[config.mk]
export PLATFORM = sky130hd
export DESIGN_NAME = led_pattern_gen
export DESIGN_NICKNAME = d
export VERILOG_FILES = /design/src/rtl/led_pkg.sv /design/src/rtl/led_channel.sv /design/src/rtl/led_pattern_gen.sv
export SDC_FILE = /design/constraint.sdc
export NUM_CORES = 1
export LEC_CHECK = 0
export ABC_AREA = 1
export ABC_CLOCK_PERIOD_IN_PS = 1400
export CAP_MARGIN = 20
export CELL_PAD_IN_SITES_DETAIL_PLACEMENT = 2
export CELL_PAD_IN_SITES_GLOBAL_PLACEMENT = 2
export CORE_MARGIN = 2
export CORE_UTILIZATION = 34
export DETAILED_ROUTE_END_ITERATION = 8
export PLACE_DENSITY = 0.83
export SLEW_MARGIN = 30
export SYNTH_ARGS = -nofsm -noshare
export SYNTH_HDL_FRONTEND = slang
export SYNTH_SLANG_ARGS = --single-unit
[constraint.sdc]
create_clock -name CLK -period 1.4 [get_ports CLK]
set_input_delay 0.28 -clock CLK [delete_from_list [all_inputs] [get_ports CLK]]
set_output_delay 0.28 -clock CLK [all_outputs]
set_load 0.01 [all_outputs]
[src/rtl/led_pkg.sv]
// Shared mode encodings and PWM width for the LED pattern generator.
package led_pkg;

   typedef enum logic [1:0] {
      MODE_OFF     = 2'b00,
      MODE_ON      = 2'b01,
      MODE_BLINK   = 2'b10,
      MODE_BREATHE = 2'b11
   } led_mode_e;

   localparam int PWM_W = 8;

endpackage

[src/rtl/led_channel.sv]
// One LED channel: latched mode, blink phase, optional breathe duty/dir, LED register.
// Breathe logic exists only when LED_BREATHE_EN is defined; otherwise mode 11 blinks.
module led_channel
   import led_pkg::*;
#(
   parameter int BLINK_SH = 7
)(
   input  logic             i_clk,
   input  logic             i_rstn,
   input  logic [1:0]       i_mode,
   input  logic             i_tick,
`ifdef LED_BREATHE_EN
   input  logic [PWM_W-1:0] i_pwm_cnt,
`endif
   output logic             o_led
);

   led_mode_e             w_mode;
   led_mode_e             r_mode_q;
   logic [BLINK_SH-1:0]   r_ph;
   logic                  r_b;
   logic                  r_led;
   logic                  w_change;
   logic                  w_b_mode;
   logic                  w_led_next;

   assign w_mode   = led_mode_e'(i_mode);
   assign w_change = (w_mode != r_mode_q);

`ifdef LED_BREATHE_EN
   assign w_b_mode = (r_mode_q == MODE_BLINK);
`else
   assign w_b_mode = r_mode_q[1];
`endif

   // A mode change wins over a coincident tick: the tick is simply dropped.
   always_ff @(posedge i_clk) begin
      if (!i_rstn) begin
         r_mode_q <= MODE_OFF;
         r_ph     <= '0;
         r_b      <= 1'b0;
      end else if (w_change) begin
         r_mode_q <= w_mode;
         r_ph     <= '0;
         r_b      <= 1'b0;
      end else if (i_tick && r_mode_q[1]) begin
         r_ph <= r_ph + BLINK_SH'(1);
         if ((r_ph == '1) && w_b_mode)
            r_b <= ~r_b;
      end
   end

`ifdef LED_BREATHE_EN
   logic [PWM_W-1:0] r_duty;
   logic             r_dir_up;

   always_ff @(posedge i_clk) begin
      if (!i_rstn || w_change) begin
         r_duty   <= '0;
         r_dir_up <= 1'b1;
      end else if (i_tick && (r_mode_q == MODE_BREATHE)) begin
         if (r_dir_up) begin
            if (r_duty == '1) begin
               r_duty   <= r_duty - PWM_W'(1);
               r_dir_up <= 1'b0;
            end else begin
               r_duty <= r_duty + PWM_W'(1);
            end
         end else begin
            if (r_duty == '0) begin
               r_duty   <= r_duty + PWM_W'(1);
               r_dir_up <= 1'b1;
            end else begin
               r_duty <= r_duty - PWM_W'(1);
            end
         end
      end
   end
`endif

   always_comb begin
      w_led_next = 1'b0;
      case (r_mode_q)
         MODE_OFF:     w_led_next = 1'b0;
         MODE_ON:      w_led_next = 1'b1;
         MODE_BLINK:   w_led_next = r_b;
`ifdef LED_BREATHE_EN
         MODE_BREATHE: w_led_next = (i_pwm_cnt < r_duty);
`else
         MODE_BREATHE: w_led_next = r_b;
`endif
      endcase
   end

   always_ff @(posedge i_clk) begin
      if (!i_rstn) r_led <= 1'b0;
      else         r_led <= w_led_next;
   end

   assign o_led = r_led;

endmodule

[src/rtl/led_pattern_gen.sv]
// Multi-channel LED pattern generator: shared prescaler/PWM counter, N_CH led_channel instances.
// Define LED_BREATHE_EN to build the breathe (PWM) mode; otherwise mode 11 acts as blink.
module led_pattern_gen
   import led_pkg::*;
#(
   parameter int N_CH     = 4,
   parameter int PRESC_W  = 16,
   parameter int BLINK_SH = 7
)(
   input  logic              CLK,
   input  logic              RSTN,
   input  logic [2*N_CH-1:0] MODE,
   output logic [N_CH-1:0]   LED,
   output logic              TICK
);

   logic [PRESC_W-1:0] r_presc;
   logic               r_tick;

   always_ff @(posedge CLK) begin
      if (!RSTN) begin
         r_presc <= '0;
         r_tick  <= 1'b0;
      end else begin
         r_presc <= r_presc + PRESC_W'(1);
         r_tick  <= (r_presc == '1);
      end
   end

`ifdef LED_BREATHE_EN
   logic [PWM_W-1:0] r_pwm_cnt;

   always_ff @(posedge CLK) begin
      if (!RSTN) r_pwm_cnt <= '0;
      else       r_pwm_cnt <= r_pwm_cnt + PWM_W'(1);
   end
`endif

   for (genvar g = 0; g < N_CH; g++) begin : g_ch
      led_channel #(
         .BLINK_SH (BLINK_SH)
      ) u_ch (
         .i_clk     (CLK),
         .i_rstn    (RSTN),
         .i_mode    (MODE[2*g +: 2]),
         .i_tick    (r_tick),
`ifdef LED_BREATHE_EN
         .i_pwm_cnt (r_pwm_cnt),
`endif
         .o_led     (LED[g])
      );
   end

   assign TICK = r_tick;

endmodule

-- Word-level counts from Yosys, hierarchy flattened
Index checks and enable logic that the tools add are counted.
- div/mod/pow operators: 0
- $add $sub $neg: 5
- reduce and logical (&&, ||, !) cells: 24
- bitwise operators: 5
- shifts and indexed selects: 0
- $mul: 0
- equal/unequal tests: 21
- muxes and demuxes: 4
- magnitude comparators: 0
- operator list (operator ; count):
    7-bit by 1-bit adder with 7-bit output (second input constant) ; 4
    7-bit equality test (second input constant) ; 4
    16-bit by 1-bit adder with 16-bit output (second input constant) ; 1
    16-bit equality test (second input constant) ; 1
    2-bit equality test (second input constant) ; 8
    2-bit OR reduction ; 8
    1-bit case mux with 3 select lines ; 4
    2-bit by 1-bit equality test with 1-bit output (second input constant) ; 4
    1-bit logical AND ; 8
    2-bit zero test ; 4
    2-bit inequality test ; 4
    2-bit AND reduction ; 4
    1-bit NOT ; 5
- latch bits: 0
- bits of input ports: 10
- memories: 0
- ROM bits: 0
- word-level logic and storage cells: 77
- register bits: 61
- memory bits (writable): 0

-- Longest topological paths before layout
Gate-level depths: netlist (run 1).
- depth after elaboration: 3
- depth in mapped cells: 8
- gate-level depth less buffers: 7

-- Hierarchy
Synthesis (run 1) repeated with hierarchy kept, for this count alone.
- cells, all modules: 416
- area total of the unflattened synthesis: 2889.0 µm²
- by module, submodules not included (module ; cells each ; times used ; area an instance (µm²)):
    led_channel ; 75 ; 4 ; 523.0
    led_pattern_gen ; 116 ; 1 ; 797.0

-- Worst setup path after synthesis (run 1)
OpenSTA, ideal clock, no wires.
- path kind: register -> register
- start point: register r_presc[0]
- end point: register r_presc[14]
- arrival time: 1061 ps
- period minus slack after synthesis: 1171 ps
- stages on the path, launching flop included: 7
- path slack: 229 ps
- required time: 1290 ps
- cells stage by stage: dfxtp_1 > ha_1 > nand2_1 > nor2_2 > nand4_1 > nand2_1 > nor2_1
- cells in the longest elaborated chain, start to end: 1
- RTL lines (item ; RTL line ; text):
    start: declaration ; led_pattern_gen.sv:17 ; logic [PRESC_W-1:0] r_presc;
    start signal: assignment ; led_pattern_gen.sv:25 ; r_presc <= r_presc + PRESC_W'(1);
    16-bit by 1-bit adder with 16-bit output ; led_pattern_gen.sv:25 ;
Every way passes these cells.
A chain may end at the register's enable or synchronous reset.

-- Worst setup path in the final report (run 1)
- start point: register r_tick, in the netlist TICK
- end point: output TICK
- RTL lines (item ; RTL line ; text):
    start: declaration ; led_pattern_gen.sv:18 ; logic r_tick;
    start signal: assignment ; led_pattern_gen.sv:26 ; r_tick <= (r_presc == '1);
    end: declaration ; led_pattern_gen.sv:14 ; output logic TICK
No word-level cell between the ends.

==> results.ini, run 1 <==
[critical_path]
slowest_delay_ns = 0.36
arrival_ns = 1.08
cp_slowest_cell = dfxtp_1
required_ns = 1.12
crit_chain = buf_12, clkdlybuf4s15_2
setup.worst_path.class = flip-flop to output pin
crit_fanout = 13
endpoint_kind = output pin
cp-start-kind = flip-flop

[floorplanning]
io_pins = 15
rows = 33
dieHeight_um = 95.16
core_area_mm2 = 0.008134
die_w_um = 95.16
dieArea_mm2 = 0.009054
start_util_pct = 34.73

[yosys]
syn_area_per_cell_um2 = 6.976
synthesis.area_mm2 = 0.002825
synth-edff-count = 0
synth-seq-cells = 61
synth_most_common_cell = nand2_1
syn_nets = 420
ys.flop_type = dfxtp_1
yosys_warnings = 0
yosysTopAreaCellShare_pct = 43.22
ys_seq_area_share_pct = 43.22
ys_async_sr_fraction_pct = 0
synthTopCellsByArea = dfxtp_1 (43%), nand2_1 (15%), nor2_1 (9.2%)
yosys.area.top_type = dfxtp_1
yosys-top-cells-count = nand2_1 (110), nor2_1 (69), dfxtp_1 (61)
syn_inst = 405
synth_cell_types = 31

[job]
drv_cap = 0

[clocking]
hold_buffers = 0
cts_root_buf = clkbuf_8
clock_sinks = 61
path_clk_slew_ns = 0.06
cts_max_path_buffers = 2
clock_latency_ns = 0.34
h-tree-depth = 3
cts_buffers = 9
cts_tree = done

[global_route]
grt_max_degree = 19
grt_pass1_vias = 2855
antenna_found_initial = 0
overflow = 0
grt_pass1_wl_um = 12590
grt.total_usage_pct = 17.84

[finish]
layout-drive-gt1-share_pct = 13.62
area_growth_pct = 21.39
fin_cells = 553
diodes = 0
nets = 458

[sta]
period_share_pct = 96.91
layout_min_cycle_time_ns = 1.357
clock.fmax_mhz = 737.1
timing.slew.headroom_pct = 72.47
final_max_slew_viol_count = 0
rsz0062_at_grt = yes
tightest_slew_ns = 0.4086
finalHoldViolations = 0
finalSetupViolations = 0
clock_skew_ns = 0.01047

[placed_design]
dp_cells = 532
dp_hpwl_um = 5422
portBuffers = 14
gp_congestion = 0.7048

[route]
drt_pass1_iterations = 4
drt_wl_total_um = 7413
vias = 2609
postRouteAntennaNets = 0
via_per_inst = 4.718
wire_per_inst_um = 13.41
drt_iter0_drc = 50
drc = 0

[worst_hold_path]
hold_path_class = flip-flop to flip-flop

[power]
p_total_mw = 3.537
irDropWorstVdd_uv = 450.9
power.share.sequential_pct = 50.5
p_leak_nw = 1.476
swShare_pct = 23.42
p_int_mw = 2.708
power.switching_uw = 828.4
powerDensity_mw_per_mm2 = 1031
p_clk_share_pct = 44.0
power_frac_comb_pct = 5.5

[status]
outcome = complete, no violations

[cells in the final DEF, fill, tap and decap left out, types with 3 or more instances in the layout]
cell type	netlist	layout
nor2_2	4	4
dlygate4sd2_1	0	4
nor2_1	69	67
clkdlybuf4s50_1	0	9
nand2_1	110	109
ha_1	5	4
a21oi_1	13	13
a21o_1	3	3
clkinv_2	0	4
dfxtp_2	0	3
xor2_1	5	5
o21bai_1	5	5
nand3_1	19	18
xnor2_1	3	3
nand4_1	8	8
inv_1	59	59
nor2_4	3	5
clkbuf_8	0	10
o21ai_0	11	11
buf_4	4	20
dfxtp_1	61	58
inv_2	3	3
[kinds of logic after synthesis]
logic type	after synthesis	share of synthesized area (%)
adders and majority gates	5	2.214
xor gates and xnor gates	8	2.480
DFF	61	43.22
and+or+nand+nor	223	33.92
buffers and inverters	70	10.14
AOI/OAI and AO/OA	38	8.016
[cell type report]
cell class                      instances  area (µm²)
Clock inverter                          5       50.05
Timing Repair Buffer                   35       306.5
Clock buffer                           11       141.4
Tap cell                              105       131.4
Fill cell                             977        4705
Sequential cell                        61        1225
Multi-Input combinational cell        274        1343
Inverter                               62       232.7
[layer usage]
layer	track usage (%)	vias up	wire [µm]
met5	0	-	0
met4	8.454	0	161
met3	3.953	12	197
met2	32.69	33	3850
met1	19.33	1241	3203
li1	-	1323	-
[repair_timing]
action	in CTS	in global routing
resized for setup	7	10
setup buffers	0	5
pin swaps	0	2
endpoints found under the hold margin	0	0
endpoints found under the setup margin	5	11
cloned	0	0
[registers in the layout, indices dropped and copies added (netlist names)]
name and flops:
g_ch.u_ch.r_mode_q 8, TICK 1, g_ch.u_ch.o_led 4, g_ch.u_ch.r_b 4, g_ch.u_ch.r_ph 28, r_presc 16
[worst max-delay path: cells and delay by family (launching register included)]
family	cells	cell delay [ns]
buf+inv	2	0.39
flops	1	0.36
[per-stage QoR]
step / worst slack [ns] / utilization (%) / area, µm² / setup TNS (ns) / hold WS [ns]
2_1_floorplan: 0.2291 / - / 2825 / 0 / 0.3735
3_3_place_gp: -0.1522 / 39.04 / 3176 / -3.400 / 0.4456
3_5_place_dp: -0.2214 / 39.04 / 3176 / -5.782 / 0.4558
4_1_cts: 0.009163 / 41.35 / 3363 / 0 / 0.4645
5_1_grt: -0.008914 / 42.16 / 3430 / -0.01463 / 0.5150
6_report: 0.04332 / 42.16 / 3430 / 0 / 0.4652
[final timing paths]
path / from / endpoint / cells after the start / slack [ns]
min: r_presc[15]$_SDFF_PN0_ / TICK$_SDFF_PN0_ / 2 / 0.47
min reg2reg: r_presc[15]$_SDFF_PN0_ / TICK$_SDFF_PN0_ / 2 / 0.47
max reg2reg: g_ch[0].u_ch.r_ph[1]$_SDFFE_PP0P_ / g_ch[0].u_ch.r_b$_SDFFE_PP0P_ / 7 / 0.11
max: TICK$_SDFF_PN0_ / TICK / 2 / 0.04
[power by group through the flow]
stage / clock (mW) / sequential, mW / combinational, mW
finish: 1.56 / 1.79 / 0.194
global route: 1.68 / 1.79 / 0.220
CTS: 1.62 / 1.78 / 0.197
detailed placement: 0 / 1.82 / 0.199
global placement: 0 / 1.82 / 0.187
floorplan: 0 / 1.82 / 0.102
(Power assumes the default switching activity.)
==> inputs of run 2 (changes only) <==
--- a/config.mk
+++ b/config.mk
@@ -18,3 +18,4 @@
 export SYNTH_ARGS = -nofsm -noshare
 export SYNTH_HDL_FRONTEND = slang
 export SYNTH_SLANG_ARGS = --single-unit
+export TNS_END_PERCENT = 50
==> results of run 2 <==
Final layout, timing and power as in run 1 (identical DEF).
==> inputs of run 3 (changes only) <==
--- a/config.mk
+++ b/config.mk
@@ -10,10 +10,10 @@
 export CAP_MARGIN = 20
 export CELL_PAD_IN_SITES_DETAIL_PLACEMENT = 2
 export CELL_PAD_IN_SITES_GLOBAL_PLACEMENT = 2
-export CORE_MARGIN = 2
 export CORE_UTILIZATION = 34
 export DETAILED_ROUTE_END_ITERATION = 8
 export PLACE_DENSITY = 0.83
+export REMOVE_ABC_BUFFERS = 1
 export SLEW_MARGIN = 30
 export SYNTH_ARGS = -nofsm -noshare
 export SYNTH_HDL_FRONTEND = slang
==> results.ini, run 3 (same netlist as run 1, synthesis figures left out) <==
[status]
outcome = complete, no violations  ; unchanged

[global_route]
overflow = 0  ; unchanged
grt_pass1_wl_um = 13420  ; was 12590 µm
grt_max_degree = 11  ; was 19
antenna_found_initial = 0  ; unchanged
grt_pass1_vias = 2890  ; was 2855
grt.total_usage_pct = 20.04  ; was 17.84%

[worst_hold_path]
hold_depth = 2  ; unchanged
hold_path_class = flip-flop to flip-flop  ; unchanged

[sta]
final_max_slew_viol_count = 0  ; unchanged
clock_skew_ns = 0.006066  ; was 0.01047 ns
finalHoldViolations = 0  ; unchanged
finalWorstSetupSlack_ns = 0.07150  ; was 0.04332 ns
fin_tns_setup_ns = 0  ; unchanged
period_share_pct = 94.89  ; was 96.91%
timing.slew.headroom_pct = 64.09  ; was 72.47%
fin_hold_ws_ns = 0.4679  ; was 0.4652 ns
finalSetupViolations = 0  ; unchanged
clock.fmax_mhz = 752.7  ; was 737.1 MHz
tightest_slew_ns = 0.5330  ; was 0.4086 ns
layout_min_cycle_time_ns = 1.329  ; was 1.357 ns

[critical_path]
slowest_delay_ns = 0.37  ; was 0.36 ns
crit_top_cell = nand2_1
crit_fanout = 5  ; was 13
required_ns = 1.68  ; was 1.12 ns
ff2ff_path_depth = 7  ; unchanged
cp-start-kind = flip-flop  ; unchanged
cp_slowest_cell = dfxtp_1  ; unchanged
crit_chain = ha_1, nand3_2, nor2_4, nand3_1, nand2_1, nand2_1, nor2_1  ; was buf_12, clkdlybuf4s15_2
endpoint_kind = flip-flop  ; was output pin
worst-path-stages = 7  ; was 2
critPathBufInv = 0  ; was 2
setup.worst_path.class = flip-flop to flip-flop  ; was flip-flop to output pin
critPathTopFamily = simple AND/OR/NAND/NOR gates  ; was buffers and inverters
arrival_ns = 1.60  ; was 1.08 ns

[floorplanning]
io_pins = 15  ; unchanged
start_util_pct = 35.82  ; was 34.73%
core_area_mm2 = 0.007888  ; was 0.008134 mm²
die_w_um = 93.16  ; was 95.16 µm
rows = 32  ; was 33
dieHeight_um = 93.16  ; was 95.16 µm
dieArea_mm2 = 0.008678  ; was 0.009054 mm²

[finish]
area_growth_pct = 20.33  ; was 21.39%
layout_common_cells = nand2_1 (110), nor2_1 (67), inv_1 (59), dfxtp_1 (57), buf_4 (21)  ; was nand2_1 (109), nor2_1 (67), inv_1 (59), dfxtp_1 (58), buf_4 (20)
diodes = 0  ; unchanged
biggestRegsByFlops = g_ch.u_ch.r_ph (28), r_presc (16), g_ch.u_ch.r_mode_q (8)  ; unchanged
largest_register_ffs = 28  ; unchanged
nets = 459  ; was 458
layout_commonest_cell = nand2_1  ; unchanged
layout-drive-gt1-share_pct = 12.98  ; was 13.62%
largest-register = g_ch.u_ch.r_ph  ; unchanged

[placed_design]
portBuffers = 14  ; unchanged
gp_congestion = 0.7250  ; was 0.7048
place_ws_ns = -0.2232  ; was -0.2214 ns
dp_hpwl_um = 5920  ; was 5422 µm

[power]
p_leak_nw = 1.462  ; was 1.476 nW
powerDensity_mw_per_mm2 = 956.2  ; was 1031 mW/mm²
irDropWorstVdd_uv = 409.1  ; was 450.9 µV
p_total_mw = 3.251  ; was 3.537 mW

[clocking]
clock_latency_ns = 0.33  ; was 0.34 ns
cts_tree = done  ; unchanged
h-tree-depth = 3  ; unchanged
cts_buffers = 9  ; unchanged
hold_buffers = 0  ; unchanged
cts_root_buf = clkbuf_8  ; unchanged
clock_sinks = 61  ; unchanged
cts_max_path_buffers = 2  ; unchanged
path_clk_slew_ns = 0.07  ; was 0.06 ns

[job]
drv_cap = 0  ; unchanged

[route]
postRouteAntennaNets = 0  ; unchanged
drt_wl_total_um = 7828  ; was 7413 µm
drt_iter0_drc = 62  ; was 50
wire_per_inst_um = 14.26  ; was 13.41 µm
via_per_inst = 4.758  ; was 4.718
drt_pass1_iterations = 4  ; unchanged
vias = 2612  ; was 2609
drc = 0  ; unchanged

run 3: tightest hold or removal path, cell delays in order (launching register included):
cell,delay [ns]
dfxtp_1,0.32
nand2_1,0.07
nor2_1,0.04
run 3: final cells by class:
class                           instances  area, µm²
Fill cell                             951       4488
Timing Repair Buffer                   36      311.5
Inverter                               62      232.7
Tap cell                              102      127.6
Sequential cell                        61       1229
Multi-Input combinational cell        274       1353
Clock buffer                           11      131.4
Clock inverter                          3      15.01
run 3: stage by stage:
step | utilization (%) | area (µm²) | instances
finish | 43.10 | 3400 | 549
global route | 43.10 | 3400 | 549
CTS | 42.51 | 3353 | 548
detailed placement | 40.69 | 3209 | 534
global placement | 40.69 | 3209 | 534
floorplan | - | 2771 | 397
run 3: final timing paths:
check,startpoint,end,slack (ns)
hold / removal,r_presc[15]$_SDFF_PN0_,TICK$_SDFF_PN0_,0.47
setup / recovery,g_ch[3].u_ch.r_ph[0]$_SDFFE_PP0P_,g_ch[3].u_ch.r_b$_SDFFE_PP0P_,0.07
setup reg to reg,g_ch[3].u_ch.r_ph[0]$_SDFFE_PP0P_,g_ch[3].u_ch.r_b$_SDFFE_PP0P_,0.07
hold reg to reg,r_presc[15]$_SDFF_PN0_,TICK$_SDFF_PN0_,0.47
run 3: where the power goes:
group          switching, mW  internal (mW)
clock                  0.653          0.614
combinational          0.108         0.0895
sequential            0.0245           1.76
total                  0.786           2.46
run 3: what timing repair did:
| item | in CTS | in global routing |
|---|---|---|
| buffers inserted | 0 | 1 |
| endpoints found under the setup margin | 16 | 17 |
| pin swaps | 0 | 1 |
| resized for setup | 7 | 11 |
run 3: routing by layer:
metal	vias up	part of all wire [%]	track usage, %	wire [µm]
met5	-	0	0	0
met4	0	1.6	8.846	129
met3	9	2.1	3.415	165
met2	27	54	37.07	4265
met1	1253	42	22.31	3268
li1	1323	-	-	-
